### config.mk
export PLATFORM = sky130hd
export DESIGN_NAME = div_rem_sequencer
export DESIGN_NICKNAME = d
export VERILOG_FILES = /design/src/rtl/div_rem_sequencer.sv
export SDC_FILE = /design/constraint.sdc
export NUM_CORES = 1
export LEC_CHECK = 0
export CAP_MARGIN = 20
export CORE_ASPECT_RATIO = 1.25
export CORE_UTILIZATION = 55
export DETAILED_ROUTE_END_ITERATION = 10
export PLACE_DENSITY = 0.87
export REMOVE_ABC_BUFFERS = 1
export SLEW_MARGIN = 10
export SYNTH_ARGS = -nofsm -noshare
export SYNTH_HDL_FRONTEND = slang
export SYNTH_SLANG_ARGS = --single-unit
### constraint.sdc
create_clock -name clk -period 3.7 [get_ports clk]
set_clock_uncertainty 0.05 [all_clocks]
set_input_delay 0.925 -clock clk [delete_from_list [all_inputs] [get_ports clk]]
set_output_delay 0.925 -clock clk [all_outputs]
set_load 0.1 [all_outputs]
### src/rtl/div_rem_sequencer.sv
// div_rem_sequencer: multi-cycle RV32M DIV/DIVU/REM/REMU unit.
// Restoring shift-subtract division, one quotient bit per cycle, operating on
// magnitudes with sign correction applied in a final FIX cycle. Divide-by-zero
// and signed overflow bypass the iteration and complete in one cycle.
//
// Ports:
//   clk          system clock, rising edge
//   rst          synchronous active-high reset
//   start        request, sampled only in IDLE
//   is_rem       1 = remainder, 0 = quotient
//   is_unsigned  1 = DIVU/REMU, 0 = DIV/REM
//   op_a, op_b   dividend / divisor
//   stall        core holds PC and inputs while high
//   busy         high in any state other than IDLE
//   done         one-cycle pulse, result valid
//   result       registered quotient or remainder
module div_rem_sequencer #(
    parameter int unsigned XLEN  = 32,
    parameter int unsigned CNT_W = 6
) (
    input  logic            clk,
    input  logic            rst,
    input  logic            start,
    input  logic            is_rem,
    input  logic            is_unsigned,
    input  logic [XLEN-1:0] op_a,
    input  logic [XLEN-1:0] op_b,
    output logic            stall,
    output logic            busy,
    output logic            done,
    output logic [XLEN-1:0] result
);

    typedef enum logic [1:0] {StIdle, StCalc, StFix, StDone} state_t;

    localparam logic [XLEN-1:0] MinNeg = {1'b1, {(XLEN-1){1'b0}}};

    state_t             state_q, state_d;
    logic [CNT_W-1:0]   cnt_q;
    logic [XLEN-1:0]    quo_q, rem_q, dvs_q, result_q;
    logic               neg_q_q, neg_r_q, rem_sel_q;

    // Operand conditioning for the accept cycle
    logic               sign_a, sign_b;
    logic [XLEN-1:0]    abs_a, abs_b;
    logic               div_zero, sgn_ovf;

    assign sign_a   = ~is_unsigned & op_a[XLEN-1];
    assign sign_b   = ~is_unsigned & op_b[XLEN-1];
    assign abs_a    = sign_a ? -op_a : op_a;
    assign abs_b    = sign_b ? -op_b : op_b;
    assign div_zero = (op_b == '0);
    assign sgn_ovf  = ~is_unsigned & (op_a == MinNeg) & (op_b == '1);

    // One restoring step. rem_sh may exceed XLEN bits; when its top bit is set
    // the shifted remainder is certainly >= divisor, otherwise the sign bit of
    // the XLEN+1-bit difference decides.
    logic [XLEN:0]      rem_sh, trial;
    logic               trial_ok;
    logic [XLEN-1:0]    quo_fix, rem_fix;

    assign rem_sh   = {rem_q, quo_q[XLEN-1]};
    assign trial    = rem_sh - {1'b0, dvs_q};
    assign trial_ok = rem_q[XLEN-1] | ~trial[XLEN];
    assign quo_fix  = neg_q_q ? -quo_q : quo_q;
    assign rem_fix  = neg_r_q ? -rem_q : rem_q;

    // State register
    always_ff @(posedge clk) begin
        if (rst) begin
            state_q <= StIdle;
        end else begin
            state_q <= state_d;
        end
    end

    // Next-state logic
    always_comb begin
        state_d = state_q;
        case (state_q)
            StIdle: begin
                if (start) begin
                    state_d = (div_zero || sgn_ovf) ? StDone : StCalc;
                end
            end
            StCalc: begin
                if (cnt_q == '0) begin
                    state_d = StFix;
                end
            end
            StFix:   state_d = StDone;
            StDone:  state_d = StIdle;
            default: state_d = StIdle;
        endcase
    end

    // Outputs; stall is forced low during reset even mid-operation
    always_comb begin
        busy  = (state_q != StIdle);
        done  = (state_q == StDone);
        stall = ~rst & (((state_q == StIdle) & start) |
                        (state_q == StCalc) | (state_q == StFix));
    end

    assign result = result_q;

    // Datapath
    always_ff @(posedge clk) begin
        if (rst) begin
            cnt_q     <= '0;
            quo_q     <= '0;
            rem_q     <= '0;
            dvs_q     <= '0;
            neg_q_q   <= 1'b0;
            neg_r_q   <= 1'b0;
            rem_sel_q <= 1'b0;
            result_q  <= '0;
        end else begin
            case (state_q)
                StIdle: begin
                    if (start) begin
                        rem_sel_q <= is_rem;
                        neg_q_q   <= sign_a ^ sign_b;
                        neg_r_q   <= sign_a;
                        quo_q     <= abs_a;
                        dvs_q     <= abs_b;
                        rem_q     <= '0;
                        cnt_q     <= CNT_W'(XLEN - 1);
                        if (div_zero) begin
                            result_q <= is_rem ? op_a : '1;
                        end else if (sgn_ovf) begin
                            result_q <= is_rem ? '0 : MinNeg;
                        end
                    end
                end
                StCalc: begin
                    rem_q <= trial_ok ? trial[XLEN-1:0] : rem_sh[XLEN-1:0];
                    quo_q <= {quo_q[XLEN-2:0], trial_ok};
                    if (cnt_q != '0) begin
                        cnt_q <= cnt_q - CNT_W'(1);
                    end
                end
                StFix: begin
                    result_q <= rem_sel_q ? rem_fix : quo_fix;
                end
                default: ;
            endcase
        end
    end

endmodule

==> impl_metrics.sql <==
INSERT INTO impl_metrics (metric_group, metric, value, unit) VALUES
('timing', 'timing.slew.headroom', '0.345', ''),
('synthesis', 'synth_enable_flop_cells', '0', ''),
('cells_and_area', 'layout.cells.most_common_list', 'nand2_1 (166), dfxtp_1 (139), a21oi_1 (122), buf_4 (116), nor2_1 (113)', ''),
('placed_design', 'placement.io_buffers', '103', ''),
('detailed_routing', 'routed_via_density', '6.34', ''),
('clocking', 'clock_tree_from_tritoncts', 'built', ''),
('timing', 'finalHoldViolations', '0', ''),
('cells_and_area', 'most_common_cell_after_layout_fill_and_taps_aside', 'nand2_1', ''),
('clocking', 'clkSlewWorstSetupHoldPaths', '60', 'ps'),
('synthesis', 'netlist_instances', '1445', ''),
('timing', 'minimum_period_implied_by_the_final_worst_setup_slack', '3570', 'ps'),
('synthesis', 'mappedNetlistArea', '10700', 'sq um'),
('synthesis', 'synth-main-ff-cell', 'dfxtp_1', ''),
('placed_design', 'placement.cell_area', '12400', 'sq um'),
('synthesis', 'synth_async_sr_flop_share', '0', ''),
('pwr', 'powerDensity', '594', 'nW/um^2'),
('detailed_routing', 'route.detailed.drc', '0', ''),
('cells_and_area', 'final_area', '13000', 'sq um'),
('synthesis', 'synthesis.area_per_instance', '7.41', 'sq um'),
('clocking', 'cts-root-buf', 'clkbuf_16', ''),
('run_status', 'outcome', 'finished, final reports clean', ''),
('setup_path', 'end_kind', 'flop', ''),
('cells_and_area', 'drive_gt1_frac', '0.113', ''),
('timing', 'achievable-frequency', '280', 'MHz'),
('pwr', 'ir_worst_vdd', '0.478', 'mV'),
('timing', 'min_period_over_period', '0.966', ''),
('floorplanning', 'placement_rows', '56', ''),
('floorplanning', 'start_util', '0.566', ''),
('setup_path', 'critical_path_peak_fanout', '14', ''),
('placed_design', 'hpwlAfterDp', '23700', 'um'),
('setup_path', 'timing.critical_path.required', '3940', 'ps'),
('timing', 'unrepaired_setup_endpoints_after_global_routing', 'no', ''),
('detailed_routing', 'dr.first_iter.drc_count', '1363', ''),
('setup_path', 'worst_setup_path_start_kind', 'flop', ''),
('global_routing', 'globalRoute.totalOverflow', '0', ''),
('pwr', 'leakage_dissipation', '0.00501', 'uW'),
('clocking', 'clock-sinks', '139', ''),
('floorplanning', 'die_w', '127', 'um'),
('placed_design', 'placer_s_final_routability_congestion_estimate', '0.964', ''),
('timing', 'final-setup-viol-count', '0', ''),
('cells_and_area', 'n_fill_cell', '1528', ''),
('synthesis', 'synth_cell_type_count', '74', ''),
('global_routing', 'via_count_of_the_first_global_routing_pass', '10883', ''),
('clocking', 'cts_hold_buffers', '0', ''),
('setup_path', 'reg2reg_from', 'quo_q[31]$_SDFFE_PP0P_', ''),
('global_routing', 'grt_first_pass_wirelength', '52100', 'um'),
('floorplanning', 'dieArea', '20000', 'sq um'),
('floorplanning', 'die-height', '158', 'um'),
('detailed_routing', 'route.antenna.remaining_nets', '0', ''),
('detailed_routing', 'wl_per_cell', '17.7', 'um'),
('setup_path', 'criticalPathCategory', 'reg -> reg', ''),
('timing', 'timing.final.max_slew_violations', '0', ''),
('timing', 'fin_worst_hold_slack', '405', 'ps'),
('floorplanning', 'core_region_area', '18900', 'sq um'),
('hold_path', 'min-delay-start', 'dvs_q[16]$_SDFFE_PP0P_', ''),
('synthesis', 'warning_count_from_the_yosys_run', '0', ''),
('cells_and_area', 'area_growth_syn_to_layout', '21.0', '%'),
('synthesis', 'ys_seq_elements', '139', ''),
('clocking', 'clock_latency', '430', 'ps'),
('detailed_routing', 'routed-via-count', '11481', ''),
('cells_and_area', 'antenna_cells_inserted', '0', ''),
('detailed_routing', 'drt_pre_antenna_iters', '7', ''),
('detailed_routing', 'wire_length_reported_by_the_detailed_router', '32000', 'um'),
('clocking', 'cts_setup_buffers', '0', ''),
('setup_path', 'cp.arrival', '3810', 'ps'),
('timing', 'tightestPinTransition', '980', 'ps'),
('global_routing', 'grt_start_max_net_pins', '80', ''),
('flow_run', 'drv_cap', '0', ''),
('hold_path', 'timing.hold.worst.class', 'reg -> reg', ''),
('clocking', 'tritoncts.num_buffers', '17', ''),
('global_routing', 'grt_usage', '0.323', ''),
('synthesis', 'synth-seq-area-share', '0.260', ''),
('clocking', 'number_of_h_tree_levels', '4', ''),
('clocking', 'clock_tree.buffer_depth', '2', ''),
('cells_and_area', 'finalNetCount', '1681', ''),
('global_routing', 'grt_antenna_before_repair', '0', ''),
('clocking', 'post_cts_resize_count', '0', ''),
('setup_path', 'setup.worst_path.start', 'quo_q[31]$_SDFFE_PP0P_', ''),
('floorplanning', 'io-pin-count', '104', '');
## power breakdown
group / internal (uW) / leakage, uW / switching [uW]
Clock: 1130 / 0.000298 / 637
Combinational: 1340 / 0.00358 / 2450
Sequential: 1810 / 0.00113 / 326
## metal layers
metal / track usage / part of all wire
met5: 0 / 0
met4: 0.175 / 0.044
met3: 0.0662 / 0.076
met2: 0.572 / 0.49
met1: 0.364 / 0.38
## kinds of logic (layout without fill, tap and decap cells)
| family | after synthesis | in the layout | synth area share |
|---|---|---|---|
| AO/OA/AOI/OAI | 440 | 440 | 0.276 |
| XOR/XNOR | 144 | 144 | 0.118 |
| multiplexers | 2 | 2 | 0.00187 |
| buffers and inverters | 159 | 294 | 0.0594 |
| adder cells (fa/ha/maj) | 45 | 45 | 0.0533 |
| AND/OR/NAND/NOR | 516 | 516 | 0.232 |
| flip-flops | 139 | 139 | 0.260 |
## critical path, cell delays in order (launching register included)
cell	delay, ps
dfxtp_1	390
inv_1	120
ha_1	280
fa_1	390
nand2b_1	190
a21o_1	200
a211o_1	310
a21bo_2	250
a311o_1	330
o21a_2	310
buf_4	220
a32oi_1	250
o31ai_1	120
## synth_stat cells (all sizes together), types with 9 or more instances
cell / instances / area (sq um)
o41ai: 10 / 103
buf: 21 / 119
xnor2: 85 / 744
a211oi: 36 / 295
or3: 19 / 119
a22o: 12 / 105
nand4: 16 / 100
a21oi: 124 / 632
nand2: 166 / 623
dfxtp: 139 / 2780
xor2: 59 / 517
o31ai: 25 / 188
ha: 44 / 551
a31oi: 14 / 87.6
nor2b: 18 / 113
nor2: 116 / 450
o211ai: 29 / 223
o22ai: 10 / 62.6
inv: 63 / 236
nand3: 52 / 260
o21ai: 83 / 427
nand2b: 14 / 87.6
or4: 18 / 143
a32oi: 14 / 123
o311a: 11 / 110
nor3: 47 / 240
nor4: 18 / 125
a21o: 12 / 90.1
clkbuf: 73 / 274
and3: 9 / 56.3
## path summary, 6_finish.rpt
path                            endpoint  slack [ps]  depth (start not counted)
setup reg to reg  rem_q[21]$_SDFFE_PP0P_         130                         12
setup / recovery  rem_q[21]$_SDFFE_PP0P_         130                         12
hold / removal    dvs_q[16]$_SDFFE_PP0P_         400                          2
hold reg to reg   dvs_q[16]$_SDFFE_PP0P_         400                          2
## stage by stage
| stage | worst slack [ps] | total power (uW) | utilization | cells | TNS, ps |
|---|---|---|---|---|---|
| 6_report | 126 | 7700 | 0.685 | 1812 | 0 |
| 3_5_place_dp | -262 | 5840 | 0.653 | 1780 | -6090 |
| 2_1_floorplan | -1420 | 4750 | - | 1351 | -53120 |
| 3_3_place_gp | -195 | 5740 | 0.653 | 1780 | -4570 |
| 5_1_grt | 16.7 | 8130 | 0.685 | 1812 | 0 |
| 4_1_cts | 54.0 | 7620 | 0.685 | 1812 | 0 |
## final cells by class
| class | instances | area (sq um) | area share |
|---|---|---|---|
| inverter | 65 | 244 | 0.0188 |
| clock buffer | 26 | 499 | 0.0385 |
| sequential | 139 | 2780 | 0.215 |
| tap | 232 | 290 | 0.0224 |
| multi-input combinational | 1147 | 7310 | 0.564 |
| timing repair buffer | 197 | 1730 | 0.134 |
| clock inverter | 6 | 109 | 0.00840 |
## flip-flops by register name, summed over array words and instances (netlist names)
signal and flops:
cnt_q 6, dvs_q 32, neg_q_q 1, neg_r_q 1, quo_q 32, rem_q 32
rem_sel_q 1, result 32, state_q 2
Power figures use the tool's default switching activity.
